### src/rtl/rf_wb_queue.sv
// In-order writeback queue in front of the register file write port.
// Drains one entry per cycle and exposes two pending-write lookup ports.
module rf_wb_queue #(
    parameter int DEPTH = 4,
    parameter int PTR_W = 2
) (
    input  logic        clk,
    input  logic        rst,
    input  logic        enq_valid,
    output logic        enq_ready,
    input  logic [4:0]  enq_reg,
    input  logic [31:0] enq_data,
    input  logic        rf_ready,
    output logic        reg_write,
    output logic [4:0]  wr_reg,
    output logic [31:0] wr_data,
    input  logic [4:0]  q_reg1,
    input  logic [4:0]  q_reg2,
    output logic        hit1,
    output logic        hit2,
    output logic [31:0] fwd1,
    output logic [31:0] fwd2,
    output logic        empty
);

    logic [PTR_W-1:0]       head_q, head_d;
    logic [PTR_W-1:0]       tail_q, tail_d;
    logic [PTR_W:0]         count_q, count_d;
    logic [DEPTH-1:0]       valid_q, valid_d;
    logic [DEPTH-1:0][4:0]  reg_q, reg_d;
    logic [DEPTH-1:0][31:0] data_q, data_d;
    logic [PTR_W-1:0]       lk_idx;
    logic                   full;
    logic                   push;
    logic                   pop;

    assign full      = (count_q == (PTR_W+1)'(DEPTH));
    assign empty     = (count_q == '0);
    assign enq_ready = !full;
    assign reg_write = !empty && rf_ready;
    assign wr_reg    = empty ? 5'd0  : reg_q[head_q];
    assign wr_data   = empty ? 32'd0 : data_q[head_q];

    // Writes to x0 complete the handshake but are dropped here.
    assign pop  = reg_write;
    assign push = enq_valid && enq_ready && (enq_reg != 5'd0);

    always_comb begin
        head_d  = head_q;
        tail_d  = tail_q;
        count_d = count_q;
        valid_d = valid_q;
        reg_d   = reg_q;
        data_d  = data_q;
        if (pop) begin
            valid_d[head_q] = 1'b0;
            head_d          = head_q + PTR_W'(1);
        end
        // Push and pop never share a slot: head==tail only when empty or full.
        if (push) begin
            valid_d[tail_q] = 1'b1;
            reg_d[tail_q]   = enq_reg;
            data_d[tail_q]  = enq_data;
            tail_d          = tail_q + PTR_W'(1);
        end
        case ({push, pop})
            2'b10:   count_d = count_q + (PTR_W+1)'(1);
            2'b01:   count_d = count_q - (PTR_W+1)'(1);
            default: count_d = count_q;
        endcase
    end

    // Scan oldest to youngest so the last match leaves the youngest value.
    always_comb begin
        hit1   = 1'b0;
        hit2   = 1'b0;
        fwd1   = 32'd0;
        fwd2   = 32'd0;
        lk_idx = head_q;
        for (int i = 0; i < DEPTH; i++) begin
            lk_idx = head_q + PTR_W'(i);
            if (valid_q[lk_idx] && (q_reg1 != 5'd0) && (reg_q[lk_idx] == q_reg1)) begin
                hit1 = 1'b1;
                fwd1 = data_q[lk_idx];
            end
            if (valid_q[lk_idx] && (q_reg2 != 5'd0) && (reg_q[lk_idx] == q_reg2)) begin
                hit2 = 1'b1;
                fwd2 = data_q[lk_idx];
            end
        end
    end

    always_ff @(posedge clk) begin
        if (rst) begin
            head_q  <= '0;
            tail_q  <= '0;
            count_q <= '0;
            valid_q <= '0;
        end else begin
            head_q  <= head_d;
            tail_q  <= tail_d;
            count_q <= count_d;
            valid_q <= valid_d;
        end
    end

    // Payload needs no reset; valid bits gate every use of it.
    always_ff @(posedge clk) begin
        reg_q  <= reg_d;
        data_q <= data_d;
    end

endmodule

### config.mk
export PLATFORM = sky130hd
export DESIGN_NAME = rf_wb_queue
export DESIGN_NICKNAME = d
export VERILOG_FILES = /design/src/rtl/rf_wb_queue.sv
export SDC_FILE = /design/constraint.sdc
export NUM_CORES = 1
export LEC_CHECK = 0
export CORE_ASPECT_RATIO = 1.2
export CORE_MARGIN = 3
export CORE_UTILIZATION = 56
export CTS_CLUSTER_DIAMETER = 40
export CTS_CLUSTER_SIZE = 25
export DETAILED_ROUTE_END_ITERATION = 6
export PLACE_DENSITY_LB_ADDON = 0.05
export SLEW_MARGIN = 10
export SYNTH_ARGS = -nofsm -noshare
export SYNTH_HDL_FRONTEND = slang
export SYNTH_SLANG_ARGS = --single-unit
### constraint.sdc
create_clock -name clk -period 4.92 [get_ports clk]
set_clock_uncertainty 0.05 [all_clocks]
set_input_delay 0.492 -clock clk [delete_from_list [all_inputs] [get_ports clk]]
set_output_delay 0.492 -clock clk [all_outputs]
set_load 0.005 [all_outputs]
==> tab_implementation.tex, run 1 <==
\begin{tabular}{lr}
\hline
Metric & Value \\
\hline
\multicolumn{2}{l}{\textbf{Critical path}} \\
\quad Worst EP required & 4380 ps \\
\quad Critical path arrival & 4110 ps \\
\quad Critical setup path kind & flop to output pin \\
\quad Startpoint type of the worst setup path & flop \\
\quad Kind of end point of the critical path & output pin \\
\quad Highest net fanout along the worst path & 21 \\
\multicolumn{2}{l}{\textbf{Placement}} \\
\quad Weighted congestion at the end of routability-driven global placement & 0.909 \\
\quad Count of input and output buffers & 156 \\
\quad Placed instance area & 13100 um\^{}2 \\
\quad Post-detail-place hpwl & 22.2 mm \\
\multicolumn{2}{l}{\textbf{Synthesis}} \\
\quad Yosys Warn Count & 0 \\
\quad Async set or reset register ratio after synthesis & 0 \\
\quad Total of flip-flops plus latches after synthesis & 159 \\
\quad Dominant register cell in the synthesized netlist & sky130\_fd\_sc\_hd\_\_edfxtp\_1 \\
\quad Number of library cell types mapped by synthesis & 51 \\
\quad Area share of the leading cell type in the synthesized netlist & 0.387 \\
\quad Cell accounting for the most synthesized area & sky130\_fd\_sc\_hd\_\_edfxtp\_1 \\
\quad Cell types with the largest area share after synthesis & sky130\_fd\_sc\_hd\_\_edfxtp\_1 (39\%), sky130\_fd\_sc\_hd\_\_mux2i\_1 (7.1\%), sky130\_fd\_sc\_hd\_\_mux2\_2 (6.5\%) \\
\quad Number of nets produced by synthesis & 1339 \\
\quad Netlist area before placement & 11500 um\^{}2 \\
\quad Synth Instances & 1278 \\
\quad Portion of the post-synthesis area used by sequential elements & 0.406 \\
\quad Number of enable-type register cells in the synthesized netlist & 148 \\
\quad Average footprint of a synthesized cell & 8.99 um\^{}2 \\
\multicolumn{2}{l}{\textbf{Global route}} \\
\quad Global-route wire length before repair & 53.6 mm \\
\quad Largest net degree at the start of global routing & 72 \\
\quad Aggregate global routing overflow & 0 \\
\quad Global routing usage summed across all routing layers & 0.309 \\
\quad Antenna violations before repair & 1 \\
\quad Via count of the first global-routing pass & 9953 \\
\multicolumn{2}{l}{\textbf{STA}} \\
\quad Final setup violation count & 0 \\
\quad Maximum clock rate & 215 MHz \\
\quad Worst hold margin & 489 ps \\
\quad Worst max-slew margin expressed relative to the limit & 0.286 \\
\quad Unrepaired setup endpoints after global routing & no \\
\quad Slew @ Worst Pin & 1060 ps \\
\quad Max Transition Viols Final & 0 \\
\quad Fin. Hold Viols & 0 \\
\quad Final sum of negative setup slack & 0 ps \\
\quad Period utilization & 0.945 \\
\quad Period minus WS final & 4650 ps \\
\multicolumn{2}{l}{\textbf{Clock tree}} \\
\quad CTS HTree Levels & 4 \\
\quad Clock slew at reported path FFs & 70 ps \\
\quad Clock buffer count from CTS & 17 \\
\quad CTS tree & yes \\
\quad Number of sinks handled by clock tree synthesis & 159 \\
\quad Worst-Skew Late Latency & 430 ps \\
\quad Root Buffer & sky130\_fd\_sc\_hd\_\_clkbuf\_16 \\
\quad Maximum root-to-sink buffer count & 2 \\
\multicolumn{2}{l}{\textbf{Pwr}} \\
\quad Cell leakage power & 4.41 nW \\
\quad Power per Cell Area & 516 nW/um\^{}2 \\
\quad Sum of internal, switching and leakage power & 7.12 mW \\
\quad IR Drop Worst-Case VDD & 349 uV \\
\multicolumn{2}{l}{\textbf{Route}} \\
\quad Final Routed Wirelength & 34.6 mm \\
\quad Iteration count of the initial detailed-routing pass & 6 \\
\quad Final ANT Viol Nets & 0 \\
\quad Iter 0 DRT Violations & 814 \\
\quad Post-detailed-route DRC marker count & 0 \\
\quad Total number of vias & 10.4k \\
\quad Vias/cell & 6.35 \\
\quad Detail-routed net length per standard cell & 21.2 um \\
\multicolumn{2}{l}{\textbf{Die}} \\
\quad DIE HEIGHT & 163 um \\
\quad Die area & 22300 um\^{}2 \\
\quad Starting Density & 0.580 \\
\quad Top-level I/O count & 157 \\
\quad Die X & 137 um \\
\quad Core area & 19800 um\^{}2 \\
\quad Total number of placement rows & 56 \\
\multicolumn{2}{l}{\textbf{Outcome}} \\
\quad Run status & complete, no violations \\
\multicolumn{2}{l}{\textbf{Hold path}} \\
\quad Type of the worst min-delay path & flop to flop \\
\multicolumn{2}{l}{\textbf{Cells and area}} \\
\quad Nets & 1420 \\
\quad Post-route cell area & 13800 um\^{}2 \\
\quad Fraction of layout cells with a size suffix above 1 & 0.121 \\
\quad Synth-to-Final Area Change & 20.1\% \\
\multicolumn{2}{l}{\textbf{Flow run}} \\
\quad Max-capacitance violation count & 0 \\
\hline
\end{tabular}
cell type report:
cell class / count / area (um^2)
Multi-Input combinational cell: 984 / 6330
Fill cell: 1563 / 6030
Sequential cell: 159 / 4670
Timing Repair Buffer: 186 / 1830
Clock buffer: 19 / 443
Tap cell: 261 / 327
Clock inverter: 13 / 155
Inverter: 11 / 41.3
Antenna cell: 1 / 2.50
flip-flops by register name, summed over array words and instances, names as in the netlist:
signal   count
reg_q       20
data_q     128
head_q       2
valid_q      4
count_q      3
tail_q       2
placed cells by master, fill, tap and decap left out, drive strengths merged, types with 7 or more instances in the layout:
cell type / count
a21oi: 130
a31oi: 57
buf: 30
clkbuf: 19
clkdlybuf4s50: 156
dfxtp: 11
edfxtp: 148
ha: 9
inv: 15
mux2: 66
mux2i: 82
mux4: 9
nand2: 114
nand2b: 28
nor2: 172
nor2b: 7
nor3: 75
o211ai: 60
o21ai: 79
xnor2: 33
xor2: 17
report_power, final:
part	internal, mW	switching (mW)	total, mW	leakage [nW]
registers	1.64	0.0993	1.74	1.45
logic	1.61	2.42	4.04	2.68
clock network	0.772	0.568	1.34	0.283
cell usage after synthesis, types with 3 or more instances:
master,instances
sky130_fd_sc_hd__a21oi_1,130
sky130_fd_sc_hd__o21ai_0,74
sky130_fd_sc_hd__nand2b_1,28
sky130_fd_sc_hd__buf_1,14
sky130_fd_sc_hd__and2_1,6
sky130_fd_sc_hd__o21ai_1,4
sky130_fd_sc_hd__nand3_1,3
sky130_fd_sc_hd__mux4_2,9
sky130_fd_sc_hd__nand2_1,114
sky130_fd_sc_hd__ha_1,9
sky130_fd_sc_hd__nor2_1,172
sky130_fd_sc_hd__nor3_1,73
sky130_fd_sc_hd__o211ai_1,60
sky130_fd_sc_hd__a31oi_1,57
sky130_fd_sc_hd__buf_6,7
sky130_fd_sc_hd__nand4_1,3
sky130_fd_sc_hd__edfxtp_1,148
sky130_fd_sc_hd__buf_2,18
sky130_fd_sc_hd__xnor2_1,33
sky130_fd_sc_hd__inv_1,10
sky130_fd_sc_hd__mux2i_1,81
sky130_fd_sc_hd__o22ai_1,3
sky130_fd_sc_hd__mux2_2,66
sky130_fd_sc_hd__clkbuf_1,83
sky130_fd_sc_hd__xor2_1,17
sky130_fd_sc_hd__nor2b_1,7
sky130_fd_sc_hd__dfxtp_1,11
sky130_fd_sc_hd__a32oi_1,3
sky130_fd_sc_hd__o221ai_1,3
worst max-delay path: stages (launching register included):
cell and delay (ps):
sky130_fd_sc_hd__dfxtp_4 490, sky130_fd_sc_hd__inv_1 100, sky130_fd_sc_hd__ha_2 300, sky130_fd_sc_hd__inv_2 230, sky130_fd_sc_hd__buf_4 320, sky130_fd_sc_hd__nor2_1 80
sky130_fd_sc_hd__a21oi_1 250, sky130_fd_sc_hd__nand2_1 260, sky130_fd_sc_hd__o21ai_4 650, sky130_fd_sc_hd__o211ai_1 180, sky130_fd_sc_hd__a31oi_1 260, sky130_fd_sc_hd__clkdlybuf4s50_1 540
what timing repair did:
item                                    4_1_cts  5_1_grt
pin swaps                                     0        1
hold endpoints to repair                      0        0
gates cloned                                  0        1
gates resized for setup                       1        4
setup buffers                                 0        2
endpoints found under the setup margin        4       61
hold buffers                                  0        0
through the flow:
stage / util / setup WS, ps / cells
global route: 0.696 / 62.1 / 1634
detailed placement: 0.662 / 436 / 1598
global placement: 0.662 / 423 / 1598
floorplan: - / 851 / 1278
finish: 0.696 / 273 / 1634
CTS: 0.693 / 48.6 / 1630
kinds of logic (layout without fill, tap and decap cells):
| kind of cell | count (synthesis) | count (layout) | share of synthesized area |
|---|---|---|---|
| AND/OR/NAND/NOR | 419 | 419 | 0.160 |
| AO/OA/AOI/OAI | 347 | 348 | 0.177 |
| flip-flops | 159 | 159 | 0.406 |
| multiplexers | 157 | 157 | 0.154 |
| buffers and inverters | 136 | 229 | 0.0541 |
| XOR/XNOR | 50 | 50 | 0.0381 |
| adder cells (fa/ha/maj) | 10 | 10 | 0.0115 |
| other | 0 | 1 | 0 |
metal layers:
metal  global-route usage  share of wire  up-vias
met5                    0              0        -
met4                0.130          0.040        0
met3               0.0606          0.085      111
met2                0.514           0.48      551
met1                0.394           0.39     4885
li1                     -              -     4831
worst paths after layout:
kind | start | to | slack (ps) | cells past startpoint
worst min register to register | count_q[1]$_SDFFE_PP0P_ | count_q[1]$_SDFFE_PP0P_ | 490 | 2
worst min-delay path | count_q[1]$_SDFFE_PP0P_ | count_q[1]$_SDFFE_PP0P_ | 490 | 2
worst max register to register | count_q[0]$_SDFFE_PP0P_ | data_q[80]$_DFFE_PP_ | 2250 | 6
worst max-delay path | head_q[0]$_SDFFE_PP0N_ | fwd1[19] | 270 | 11
Note: power is estimated with default switching activity, not from simulation.
==> run 2: changes to the inputs <==
--- a/config.mk
+++ b/config.mk
@@ -12,7 +12,6 @@
 export CTS_CLUSTER_SIZE = 25
 export DETAILED_ROUTE_END_ITERATION = 6
 export PLACE_DENSITY_LB_ADDON = 0.05
-export SLEW_MARGIN = 10
 export SYNTH_ARGS = -nofsm -noshare
 export SYNTH_HDL_FRONTEND = slang
 export SYNTH_SLANG_ARGS = --single-unit
==> results of run 2 <==
No change in the layout: final DEF, timing and power equal those of run 1.
==> run 3: changes to the inputs <==
--- a/config.mk
+++ b/config.mk
@@ -12,6 +12,7 @@
 export CTS_CLUSTER_SIZE = 25
 export DETAILED_ROUTE_END_ITERATION = 6
 export PLACE_DENSITY_LB_ADDON = 0.05
+export SLEW_MARGIN = 10
 export SYNTH_ARGS = -nofsm -noshare
 export SYNTH_HDL_FRONTEND = slang
 export SYNTH_SLANG_ARGS = --single-unit
==> results of run 3 <==
No change in the layout: final DEF, timing and power equal those of run 1.
